<file path="src/rtl/prog_clock_divider.sv">
// Multi-channel programmable clock divider: per-channel half-period and square/pulse mode.
// Each channel counts 0..N-1 and acts on the wrap.
module prog_clock_divider #(
    parameter int unsigned NCH      = 4,
    parameter int unsigned CNT_W    = 27,
    parameter int unsigned DEF_HALF = 50000000
) (
    input  logic             clk,
    input  logic             rst,
    input  logic [NCH-1:0]   ch_en,
    input  logic             sync,
    input  logic             wr_en,
    input  logic [3:0]       wr_ch,
    input  logic [CNT_W-1:0] wr_half,
    input  logic             wr_mode,
    output logic [NCH-1:0]   clk_out,
    output logic [NCH-1:0]   tick
);

    logic [CNT_W-1:0] half_q [NCH];
    logic [CNT_W-1:0] cnt_q  [NCH];
    logic [NCH-1:0]   mode_q;
    logic             wr_valid;
    logic [NCH-1:0]   wr_hit;

    assign wr_valid = wr_en && (32'(wr_ch) < NCH);

    always_comb begin
        wr_hit = '0;
        for (int i = 0; i < NCH; i++) begin
            wr_hit[i] = wr_valid && (32'(wr_ch) == i);
        end
    end

    always_ff @(posedge clk or posedge rst) begin
        if (rst) begin
            for (int i = 0; i < NCH; i++) begin
                half_q[i] <= CNT_W'(DEF_HALF);
                cnt_q[i]  <= '0;
            end
            mode_q  <= '0;
            clk_out <= '0;
            tick    <= '0;
        end else begin
            for (int i = 0; i < NCH; i++) begin
                if (wr_hit[i]) begin
                    // A write restarts its channel and suppresses any coincident terminal event.
                    half_q[i]  <= wr_half;
                    mode_q[i]  <= wr_mode;
                    cnt_q[i]   <= '0;
                    clk_out[i] <= 1'b0;
                    tick[i]    <= 1'b0;
                end else if (sync || !ch_en[i] || (half_q[i] == '0)) begin
                    cnt_q[i]   <= '0;
                    clk_out[i] <= 1'b0;
                    tick[i]    <= 1'b0;
                end else if (cnt_q[i] == half_q[i] - CNT_W'(1)) begin
                    cnt_q[i] <= '0;
                    if (mode_q[i]) begin
                        clk_out[i] <= 1'b1;
                        tick[i]    <= 1'b1;
                    end else begin
                        // Tick only on the 0->1 toggle.
                        clk_out[i] <= ~clk_out[i];
                        tick[i]    <= ~clk_out[i];
                    end
                end else begin
                    cnt_q[i] <= cnt_q[i] + CNT_W'(1);
                    tick[i]  <= 1'b0;
                    if (mode_q[i]) begin
                        clk_out[i] <= 1'b0;
                    end
                end
            end
        end
    end

endmodule

</file>
<file path="config.mk">
export PLATFORM = sky130hd
export DESIGN_NAME = prog_clock_divider
export DESIGN_NICKNAME = d
export VERILOG_FILES = /design/src/rtl/prog_clock_divider.sv
export SDC_FILE = /design/constraint.sdc
export NUM_CORES = 1
export LEC_CHECK = 0
export CAP_MARGIN = 15
export CORE_MARGIN = 2
export CORE_UTILIZATION = 55
export CTS_BUF_LIST = sky130_fd_sc_hd__clkbuf_8
export CTS_CLUSTER_DIAMETER = 60
export DETAILED_ROUTE_END_ITERATION = 8
export PLACE_DENSITY = 0.73
export SYNTH_ARGS = -nofsm -noshare
export SYNTH_HDL_FRONTEND = slang
export SYNTH_SLANG_ARGS = --single-unit
</file>
<file path="constraint.sdc">
create_clock -name clk -period 11.24 [get_ports clk]
set_input_delay 1.686 -clock clk [delete_from_list [all_inputs] [get_ports clk]]
set_output_delay 1.686 -clock clk [all_outputs]
set_load 0.005 [all_outputs]
</file>
==> impl_metrics.py, run 1 <==
metrics = {
    "timing": {
        "tns_ns": 0,
        "finalHoldViolCount": 0,
        "timing.final.ws_setup_ns": 6.91,
        "maxSlewHeadroom": 0.263,
        "fmax_mhz": 231,
        "fin_crit_ns": 4.33,
        "setup_viol": 0,
        "drv_slew": 0,
        "final.period_utilization": 0.386,
        "skew_ns": 0.0151,
        "rsz0062_at_grt": "false",
        "worst_pin_slew_ns": 1.11,
    },
    "yosys": {
        "synthAdderAreaFrac": 0.00740,
        "synth.avg_cell_area_um2": 9.73,
        "synth_top_area_frac": 0.333,
        "synth-edff-count": 0,
        "synth.ff_latch_count": 228,
        "yosysTopAreaCell": "dfrtp_1",
        "ys.flop_type": "dfrtp_1",
        "ys_types": 67,
        "async_flop_share": 1.00,
        "syn_area_um2": 13500,
        "syn-num-nets": 1438,
        "ys_warn_count": 0,
        "synth_compound_area_frac": 0.0694,
        "synth-simple-area-share": 0.229,
        "synth_cells": 1390,
        "synthTopCellsByArea": "dfrtp_1, dfstp_2, xnor2_1",
        "synth_mux_area_frac": 0.0911,
        "ys_seq_area_frac": 0.426,
        "synth_top_family_by_area": "simple AND/OR/NAND/NOR gates",
        "synthXorXnorAreaFrac": 0.151,
    },
    "grt": {
        "grt_pass1_vias": 10300,
        "grt-ovfl-total": 0,
        "grt_pass1_wl_um": 52800,
        "antenna_found_initial": 0,
        "track_usage": 0.252,
        "grt_max_degree": 151,
    },
    "route": {
        "drt_iter0_markers": 882,
        "drc_errors": 0,
        "ant_nets": 0,
        "via_count": 10600,
        "firstDrtPassIters": 5,
        "vias_per_cell": 5.94,
        "drt-total-wl_um": 32200,
        "wire_per_inst_um": 18.1,
    },
    "critical_path": {
        "crit_required_ns": 11.63,
        "cp_top_family": "simple AND/OR/NAND/NOR gates",
        "path_max_fanout": 26,
        "path_cells": "inv_1, ha_1, or4b_2, nor4_1, nand2_1, o41ai_1, o2111ai_1, or4_1, nand2_1, nor2_1",
        "worstSetupPathType": "register to register",
        "max_stage_delay_ns": 0.72,
        "crit_top_cell": "nand2_1",
        "crit_buf_inv": 1,
        "crit_slowest_cell": "or4b_2",
        "end_kind": "register",
        "cp.arrival_ns": 4.72,
        "crit_path_start_kind": "register",
    },
    "status": {
        "status": "finished, final reports clean",
    },
    "cts": {
        "post_cts_resized": 0,
        "cts_tree": "yes",
        "clk_latency_ns": 0.55,
        "cts-root-buf": "clkbuf_8",
        "cts_made_buffers": 39,
        "cts.sinks": 228,
        "path_clk_slew_ns": 0.06,
        "clock_path_buffers": 3,
        "cts_setup_buffers": 0,
        "h-tree-depth": 2,
        "cts_hold_buf": 0,
    },
    "job": {
        "drv_cap": 0,
    },
    "pwr": {
        "p_sw_mw": 0.761,
        "p_leak_nw": 5.83,
        "p_seq_frac": 0.464,
        "p_per_area_nw_per_um2": 158,
        "internal_power_mw": 1.61,
        "total_power_mw": 2.38,
        "irDropWorstVdd_mv": 0.0995,
        "p_sw_frac": 0.320,
        "p_clk_frac": 0.316,
        "combPwrFrac": 0.220,
    },
    "final_layout": {
        "nets": 1475,
        "syn_to_final_growth_pct": 11.3,
        "final_layout_size_suffix_gt1_frac": 0.164,
        "fill_cells": 2050,
        "diodes": 0,
    },
    "placed_design": {
        "gp_congestion": 0.894,
        "port_buffers": 47,
        "dp_slack_ns": 6.36,
        "place_hpwl_um": 22700,
    },
    "die": {
        "rows": 57,
        "io_pins": 48,
        "die_w_um": 161,
        "core_area_um2": 24200,
        "die_area_um2": 25900,
        "initial_core_util": 0.558,
        "dieHeight_um": 161,
    },
    "min_path": {
        "holdCritPathClass": "register to register",
    },
}
## power by group through the flow
stage          Combinational, mW  Sequential, mW  Clock, mW
2_1_floorplan              0.435            1.05          0
3_3_place_gp               0.500            1.11          0
3_5_place_dp               0.515            1.11          0
4_1_cts                    0.519            1.10      0.771
5_1_grt                    0.580            1.12      0.807
6_report                   0.523            1.10      0.750
## through the flow
stage | area [um2] | hold WS, ns | utilization | cells
floorplan | 13500 | 0.480 | - | 1390
global placement | 14200 | 0.495 | 0.586 | 1708
detailed placement | 14200 | 0.498 | 0.586 | 1708
CTS | 15000 | 0.512 | 0.619 | 1780
global route | 15100 | 0.536 | 0.621 | 1782
finish | 15100 | 0.508 | 0.621 | 1782
## worst paths after layout
kind                       startpoint          to  slack (ns)  cells after the start
setup / recovery           half_q[54]   cnt_q[61]        6.91                     10
hold / removal              mode_q[0]   mode_q[0]        0.51                      1
setup reg to reg           half_q[54]   cnt_q[61]        6.91                     10
hold reg to reg             mode_q[0]   mode_q[0]        0.51                      1
max in group asynchronous         rst   cnt_q[24]        7.77                      3
min in group asynchronous         rst  half_q[78]        1.68                      2
## Yosys cell counts (24+ instances only)
master,instances
dfrtp_1,180
nand4_1,37
xor2_1,99
inv_1,27
nor2_1,161
nor3_1,63
nand2_1,74
dfstp_2,48
xnor2_1,134
nor4_1,36
o21ai_0,37
or4_1,24
mux2_2,104
and3_1,27
nand3_1,53
clkbuf_1,43
## registers in the layout (all words and copies together), names as in the netlist
name	count
tick	4
mode_q	4
cnt_q	108
clk_out	4
half_q	108
## area by class of cell
| type | instances | area [um2] | share of cell area |
|---|---|---|---|
| timing repair buffer | 55 | 558 | 0.0371 |
| clock inverter | 21 | 92.6 | 0.00615 |
| inverter | 27 | 109 | 0.00723 |
| sequential | 228 | 5770 | 0.383 |
| clock buffer | 51 | 702 | 0.0466 |
| tap | 324 | 405 | 0.0269 |
| multi-input combinational | 1076 | 7420 | 0.493 |
## cells in the final DEF, fill, tap and decap left out, types with 13 or more instances in the layout
cell type	synthesis	layout
or3_1	14	14
nor2b_1	18	17
inv_1	27	42
dfstp_2	48	48
clkdlybuf4s50_1	0	47
nor4_1	36	36
nand4_1	37	37
nor2_1	161	161
and4_1	14	14
nand2_1	74	74
xor2_1	99	99
dfrtp_1	180	180
o21ai_0	37	36
xnor2_1	134	134
nand3_1	53	53
and3_1	27	27
a21oi_1	19	19
clkbuf_8	0	51
o31ai_1	13	13
or4_1	24	24
mux2_2	104	104
nor3_1	63	63
## cells by family after synthesis
logic type                 count (synthesis)
AOI/OAI and AO/OA                        140
xor gates and xnor gates                 233
buffers and inverters                     86
DFF                                      228
muxes                                    110
and+or+nand+nor                          585
adders and majority gates                  8
## metal layers
| layer | track usage | wire length, um |
|---|---|---|
| met5 | 0 | 0 |
| met4 | 0.0775 | 760 |
| met3 | 0.0475 | 1980 |
| met2 | 0.401 | 14800 |
| met1 | 0.353 | 14700 |
Power figures use the tool's default switching activity.
==> run 2: changes to the inputs <==
--- a/config.mk
+++ b/config.mk
@@ -11,7 +11,7 @@
 export CTS_BUF_LIST = sky130_fd_sc_hd__clkbuf_8
 export CTS_CLUSTER_DIAMETER = 60
 export DETAILED_ROUTE_END_ITERATION = 8
-export PLACE_DENSITY = 0.73
+export PLACE_DENSITY = 0.76
 export SYNTH_ARGS = -nofsm -noshare
 export SYNTH_HDL_FRONTEND = slang
 export SYNTH_SLANG_ARGS = --single-unit
==> constraint.sdc (replaced) <==
create_clock -name clk -period 3.8 [get_ports clk]
set_input_delay 0.57 -clock clk [delete_from_list [all_inputs] [get_ports clk]]
set_output_delay 0.57 -clock clk [all_outputs]
set_load 0.005 [all_outputs]
==> impl_metrics.py, run 2 (synthesis gave the netlist of run 1 again) <==
metrics = {
    "route": {
        "via_count": 10700,
        "wire_per_inst_um": 18.4,
        "ant_nets": 0,
        "drt_iter0_markers": 798,
        "vias_per_cell": 5.97,
        "drt-total-wl_um": 33000,
        "firstDrtPassIters": 5,
        "drc_errors": 0,
    },
    "timing": {
        "worst_pin_slew_ns": 0.928,
        "drv_slew": 0,
        "maxSlewHeadroom": 0.373,
        "fmax_mhz": 279,
        "rsz0062_at_grt": "false",
        "setup_viol": 0,
        "timing.hold.ws_ns": 0.318,
        "skew_ns": 0.0107,
        "finalHoldViolCount": 0,
        "tns_ns": 0,
        "fin_crit_ns": 3.58,
        "final.period_utilization": 0.942,
    },
    "cts": {
        "path_clk_slew_ns": 0.07,
        "cts-root-buf": "clkbuf_8",
        "h-tree-depth": 2,
        "cts_hold_buf": 0,
        "cts_made_buffers": 39,
        "cts.sinks": 228,
        "clk_latency_ns": 0.54,
        "clock_path_buffers": 3,
        "cts_tree": "yes",
        "cts_setup_buffers": 0,
    },
    "placed_design": {
        "place_hpwl_um": 23700,
        "gp_congestion": 0.898,
        "post_dp_cell_area_um2": 14400,
        "port_buffers": 47,
    },
    "pwr": {
        "p_per_area_nw_per_um2": 467,
        "p_sw_frac": 0.320,
        "combPwrFrac": 0.226,
        "irDropWorstVdd_mv": 0.395,
        "p_sw_mw": 2.27,
        "internal_power_mw": 4.82,
        "p_seq_frac": 0.459,
        "p_clk_frac": 0.315,
        "p_leak_nw": 5.91,
    },
    "die": {
        "die_area_um2": 25900,
        "dieHeight_um": 161,
        "core_area_um2": 24200,
        "io_pins": 48,
        "rows": 57,
        "initial_core_util": 0.558,
        "die_w_um": 161,
    },
    "final_layout": {
        "stdcell_area_um2": 15200,
        "finish.utilization": 0.626,
        "nets": 1490,
        "syn_to_final_growth_pct": 12.2,
        "fill_cells": 2081,
        "diodes": 0,
        "largestRegisters": "cnt_q: 108 flops, half_q: 108 flops",
        "multiInputGateArea_um2": 7420,
        "final_common_cell": "dfrtp_1",
        "final_layout_size_suffix_gt1_frac": 0.172,
        "seqCellArea_um2": 5770,
        "layout_common_cells": "dfrtp_1, nor2_1, xnor2_1, mux2_2, xor2_1",
    },
    "critical_path": {
        "max_stage_delay_ns": 0.65,
        "cp.arrival_ns": 4.05,
        "path_cells": "or4_1, or4_4, or4_1, a221oi_1, and4_1, nand4_2, or3_1, a21oi_1",
        "crit_slowest_cell": "or4_1",
        "crit_top_cell": "or4_1",
        "path_max_fanout": 7,
        "crit_path_start_kind": "register",
        "end_kind": "register",
        "worstSetupPathType": "register to register",
        "crit_required_ns": 4.27,
    },
    "job": {
        "drv_cap": 0,
    },
    "status": {
        "status": "finished, final reports clean",
    },
    "grt": {
        "antenna_found_initial": 0,
        "use_met3": 0.0527,
        "grt_max_degree": 90,
        "grt_pass1_wl_um": 54300,
        "grt_util_met2": 0.421,
        "track_usage": 0.258,
        "top_usage_layer": "met2",
        "grt_pass1_vias": 10600,
        "use_met1": 0.353,
        "grt-ovfl-total": 0,
    },
    "min_path": {
        "holdCritPathClass": "input pin to asynchronous set/reset pin",
    },
}
==> run 2: changes by cell type in the layout (fill, tap and decap cells not counted), sizes merged <==
cell	before	now
buf	8	23
clkbuf	51	52
clkinv	2	3
clkinvlp	3	1
inv	43	42
==> run 2: what timing repair did <==
action | CTS | global route
gates resized for setup | 0 | 1
hold endpoints to repair | 0 | 0
endpoints found under the setup margin | 0 | 8
==> run 2: path summary, 6_finish.rpt <==
path                       startpoint    endpoint  slack [ns]  cells past startpoint
min in group clk            mode_q[0]   mode_q[0]        0.52                      1
hold / removal                    rst   cnt_q[76]        0.32                      2
hold reg to reg             mode_q[0]   mode_q[0]        0.52                      1
setup reg to reg           half_q[36]  clk_out[2]        0.22                      8
setup / recovery           half_q[36]  clk_out[2]        0.22                      8
max in group asynchronous         rst    cnt_q[4]        2.57                      3
==> run 2: metrics by stage <==
step	power, mW	cells	setup WS [ns]
6_report	7.09	1796	0.220
5_1_grt	7.47	1796	0.0101
3_3_place_gp	4.81	1725	0.270
3_5_place_dp	4.86	1725	0.251
2_1_floorplan	4.39	1390	0.281
4_1_cts	7.13	1796	0.219
==> run 2: power groups by stage <==
stage	Sequential, mW	Clock, mW	Combinational, mW
2_1_floorplan	3.10	0	1.29
3_3_place_gp	3.27	0	1.53
3_5_place_dp	3.29	0	1.58
4_1_cts	3.25	2.29	1.59
5_1_grt	3.31	2.39	1.77
6_report	3.25	2.23	1.60
==> run 2: final cells by class <==
| cell class | count | share of cell area |
|---|---|---|
| clock buffers | 52 | 0.0472 |
| clock inverters | 19 | 0.00495 |
| inverters | 27 | 0.00693 |
| multi-input cells | 1076 | 0.489 |
| flip-flops and latches | 228 | 0.380 |
| well taps | 324 | 0.0267 |
| repair buffers | 70 | 0.0451 |
==> run 2: layer usage <==
metal  vias up  wire (um)
met5         -          0
met4         0        808
met3        71       2570
met2       316      15400
met1      5258      14200
li1       5073          -
==> run 2: critical path: cells and delay by family, from the launching register on <==
kind,cells,cell delay (ns)
AO/OA/AOI/OAI,2,0.51
flip-flops,1,0.42
AND/OR/NAND/NOR,6,2.57
==> run 3: changes to the inputs <==
--- a/config.mk
+++ b/config.mk
@@ -7,11 +7,11 @@
 export LEC_CHECK = 0
 export CAP_MARGIN = 15
 export CORE_MARGIN = 2
-export CORE_UTILIZATION = 55
+export CORE_UTILIZATION = 58
 export CTS_BUF_LIST = sky130_fd_sc_hd__clkbuf_8
 export CTS_CLUSTER_DIAMETER = 60
 export DETAILED_ROUTE_END_ITERATION = 8
-export PLACE_DENSITY = 0.76
+export PLACE_DENSITY = 0.79
 export SYNTH_ARGS = -nofsm -noshare
 export SYNTH_HDL_FRONTEND = slang
 export SYNTH_SLANG_ARGS = --single-unit
==> constraint.sdc (replaced) <==
create_clock -name clk -period 3.15 [get_ports clk]
set_input_delay 0.4725 -clock clk [delete_from_list [all_inputs] [get_ports clk]]
set_output_delay 0.4725 -clock clk [all_outputs]
set_load 0.005 [all_outputs]
==> impl_metrics.py, run 3 (synthesis gave the netlist of run 1 again) <==
metrics = {
    "route": {
        "drc_errors": 0,
        "drt_iter0_markers": 735,
        "ant_nets": 0,
        "via_count": 11100,
        "wire_per_inst_um": 18.0,
        "drt-total-wl_um": 33300,
        "firstDrtPassIters": 5,
        "vias_per_cell": 5.98,
    },
    "grt": {
        "grt-ovfl-total": 0,
        "track_usage": 0.278,
        "antenna_found_initial": 1,
        "grt_max_degree": 60,
        "grt_pass1_vias": 10800,
        "grt_pass1_wl_um": 54600,
    },
    "critical_path": {
        "rr_endpoint": "clk_out[2]",
        "rrSetupSlack_ns": -0.02,
        "rr_worst_depth": 8,
        "setup.worst_path.start": "half_q[35]",
        "max_stage_delay_ns": 0.55,
        "r2r-start": "half_q[35]",
        "worstSetupPathType": "register to register",
        "end_kind": "register",
        "path_max_fanout": 6,
        "cp.arrival_ns": 3.64,
        "crit_required_ns": 3.62,
        "path_cells": "or4_4, or4_4, or4_4, a221oi_2, and4_1, nand4_4, or3_1, a21oi_1",
        "crit_path_start_kind": "register",
        "crit_top_cell": "or4_4",
        "crit_slowest_cell": "or4_4",
    },
    "timing": {
        "setup_viol": 1,
        "timing.hold.ws_ns": 0.413,
        "worst_pin_slew_ns": 0.893,
        "skew_ns": 0.0123,
        "finalHoldViolCount": 0,
        "final.period_utilization": 1.01,
        "fin_crit_ns": 3.17,
        "fmax_mhz": 315,
        "maxSlewHeadroom": 0.397,
        "drv_slew": 0,
        "rsz0062_at_grt": "true",
        "timing.final.ws_setup_ns": -0.0227,
    },
    "placed_design": {
        "gp_congestion": 0.903,
        "place_hpwl_um": 24100,
        "port_buffers": 47,
    },
    "final_layout": {
        "fill_cells": 1728,
        "multiInputGateArea_um2": 7600,
        "nets": 1553,
        "largestRegisters": "cnt_q: 108 flops, half_q: 108 flops",
        "seqCellArea_um2": 5770,
        "final_layout_size_suffix_gt1_frac": 0.220,
        "final_common_cell": "dfrtp_1",
        "syn_to_final_growth_pct": 16.9,
        "finish.utilization": 0.694,
        "layout_common_cells": "dfrtp_1, nor2_1, xnor2_1, mux2_2, xor2_1",
    },
    "pwr": {
        "p_clk_frac": 0.298,
        "irDropWorstVdd_mv": 0.361,
        "combPwrFrac": 0.269,
        "p_leak_nw": 6.27,
        "p_seq_frac": 0.433,
        "p_sw_frac": 0.320,
        "p_per_area_nw_per_um2": 556,
        "total_power_mw": 8.78,
        "p_sw_mw": 2.81,
        "internal_power_mw": 5.97,
    },
    "cts": {
        "cts-root-buf": "clkbuf_8",
        "clock_path_buffers": 3,
        "path_clk_slew_ns": 0.06,
        "cts.sinks": 228,
        "clk_latency_ns": 0.54,
        "cts_tree": "yes",
        "cts_made_buffers": 39,
        "h-tree-depth": 2,
    },
    "die": {
        "initial_core_util": 0.594,
        "dieHeight_um": 157,
        "core_area_um2": 22800,
        "io_pins": 48,
        "die_area_um2": 24500,
        "die_w_um": 157,
        "rows": 55,
    },
    "status": {
        "status": "finished with violations",
        "violations": "negative setup slack",
    },
    "min_path": {
        "holdCritPathClass": "input pin to asynchronous set/reset pin",
    },
    "job": {
        "drv_cap": 0,
    },
}
run 3: cell count changes in the layout (fill, tap and decap cells not counted), moves of 2 or more:
| cell | previous run | this run |
|---|---|---|
| buf_4 | 19 | 78 |
| or4_1 | 24 | 15 |
| or4_4 | 1 | 10 |
| xnor2_1 | 134 | 131 |
| xnor2_2 | 0 | 3 |
| buf_12 | 3 | 5 |
| clkbuf_8 | 52 | 50 |
| nand2_1 | 74 | 72 |
| nand2_4 | 0 | 2 |
| nor4_1 | 36 | 34 |
| nor4_4 | 0 | 2 |
run 3: per-layer routing:
layer  part of all wire  GRT usage  up-vias
met5                  0          0        -
met4              0.022     0.0799        0
met3              0.063     0.0568       76
met2               0.48      0.464      338
met1               0.44      0.368     5426
li1                   -          -     5217
run 3: worst max path at each step:
stage | end | slack [ns] | depth (start not counted)
final | clk_out[2] | -0.02 | 8
after floorplan | clk_out[0] | -0.26 | 1
after global routing | clk_out[2] | -0.14 | 8
after global placement | cnt_q[56] | 0.005 | 9
after CTS | clk_out[1] | 0.01 | 9
after detailed placement | tick[3] | -0.12 | 7
run 3: through the flow:
stage               TNS, ns  std cells  setup slack (ns)  area (um2)
finish              -0.0227       1849           -0.0227       15800
global route          -2.18       1848            -0.136       15800
CTS                       0       1845           0.00985       15700
detailed placement    -2.18       1773            -0.116       14900
global placement          0       1773           0.00524       14900
floorplan            -47.45       1390            -0.263       13600
run 3: cell type report:
| class | instances | area share |
|---|---|---|
| antenna | 1 | 0.000158 |
| sequential | 228 | 0.365 |
| timing repair buffer | 132 | 0.0742 |
| clock inverter | 21 | 0.00522 |
| clock buffer | 50 | 0.0435 |
| multi-input combinational | 1077 | 0.481 |
| inverter | 27 | 0.00665 |
| tap | 313 | 0.0248 |
run 3: critical path: cells and delay by family (launching register included):
kind,cells,cell delay (ns)
simple gates,6,2.29
compound gates,2,0.43
flops,1,0.38
run 3: what timing repair did:
action | 4_1_cts | 5_1_grt
gates cloned | 1 | 0
buffers inserted | 0 | 2
resized for setup | 4 | 19
hold buffers | 0 | 0
endpoints found under the setup margin | 28 | 113
pin swaps | 1 | 13
run 3: power groups by stage:
stage,registers (mW),clock network [mW],logic [mW]
finish,3.81,2.62,2.36
global route,3.86,2.79,2.59
CTS,3.79,2.67,2.30
detailed placement,3.84,0,2.28
global placement,3.82,0,2.21
floorplan,3.75,0,1.58
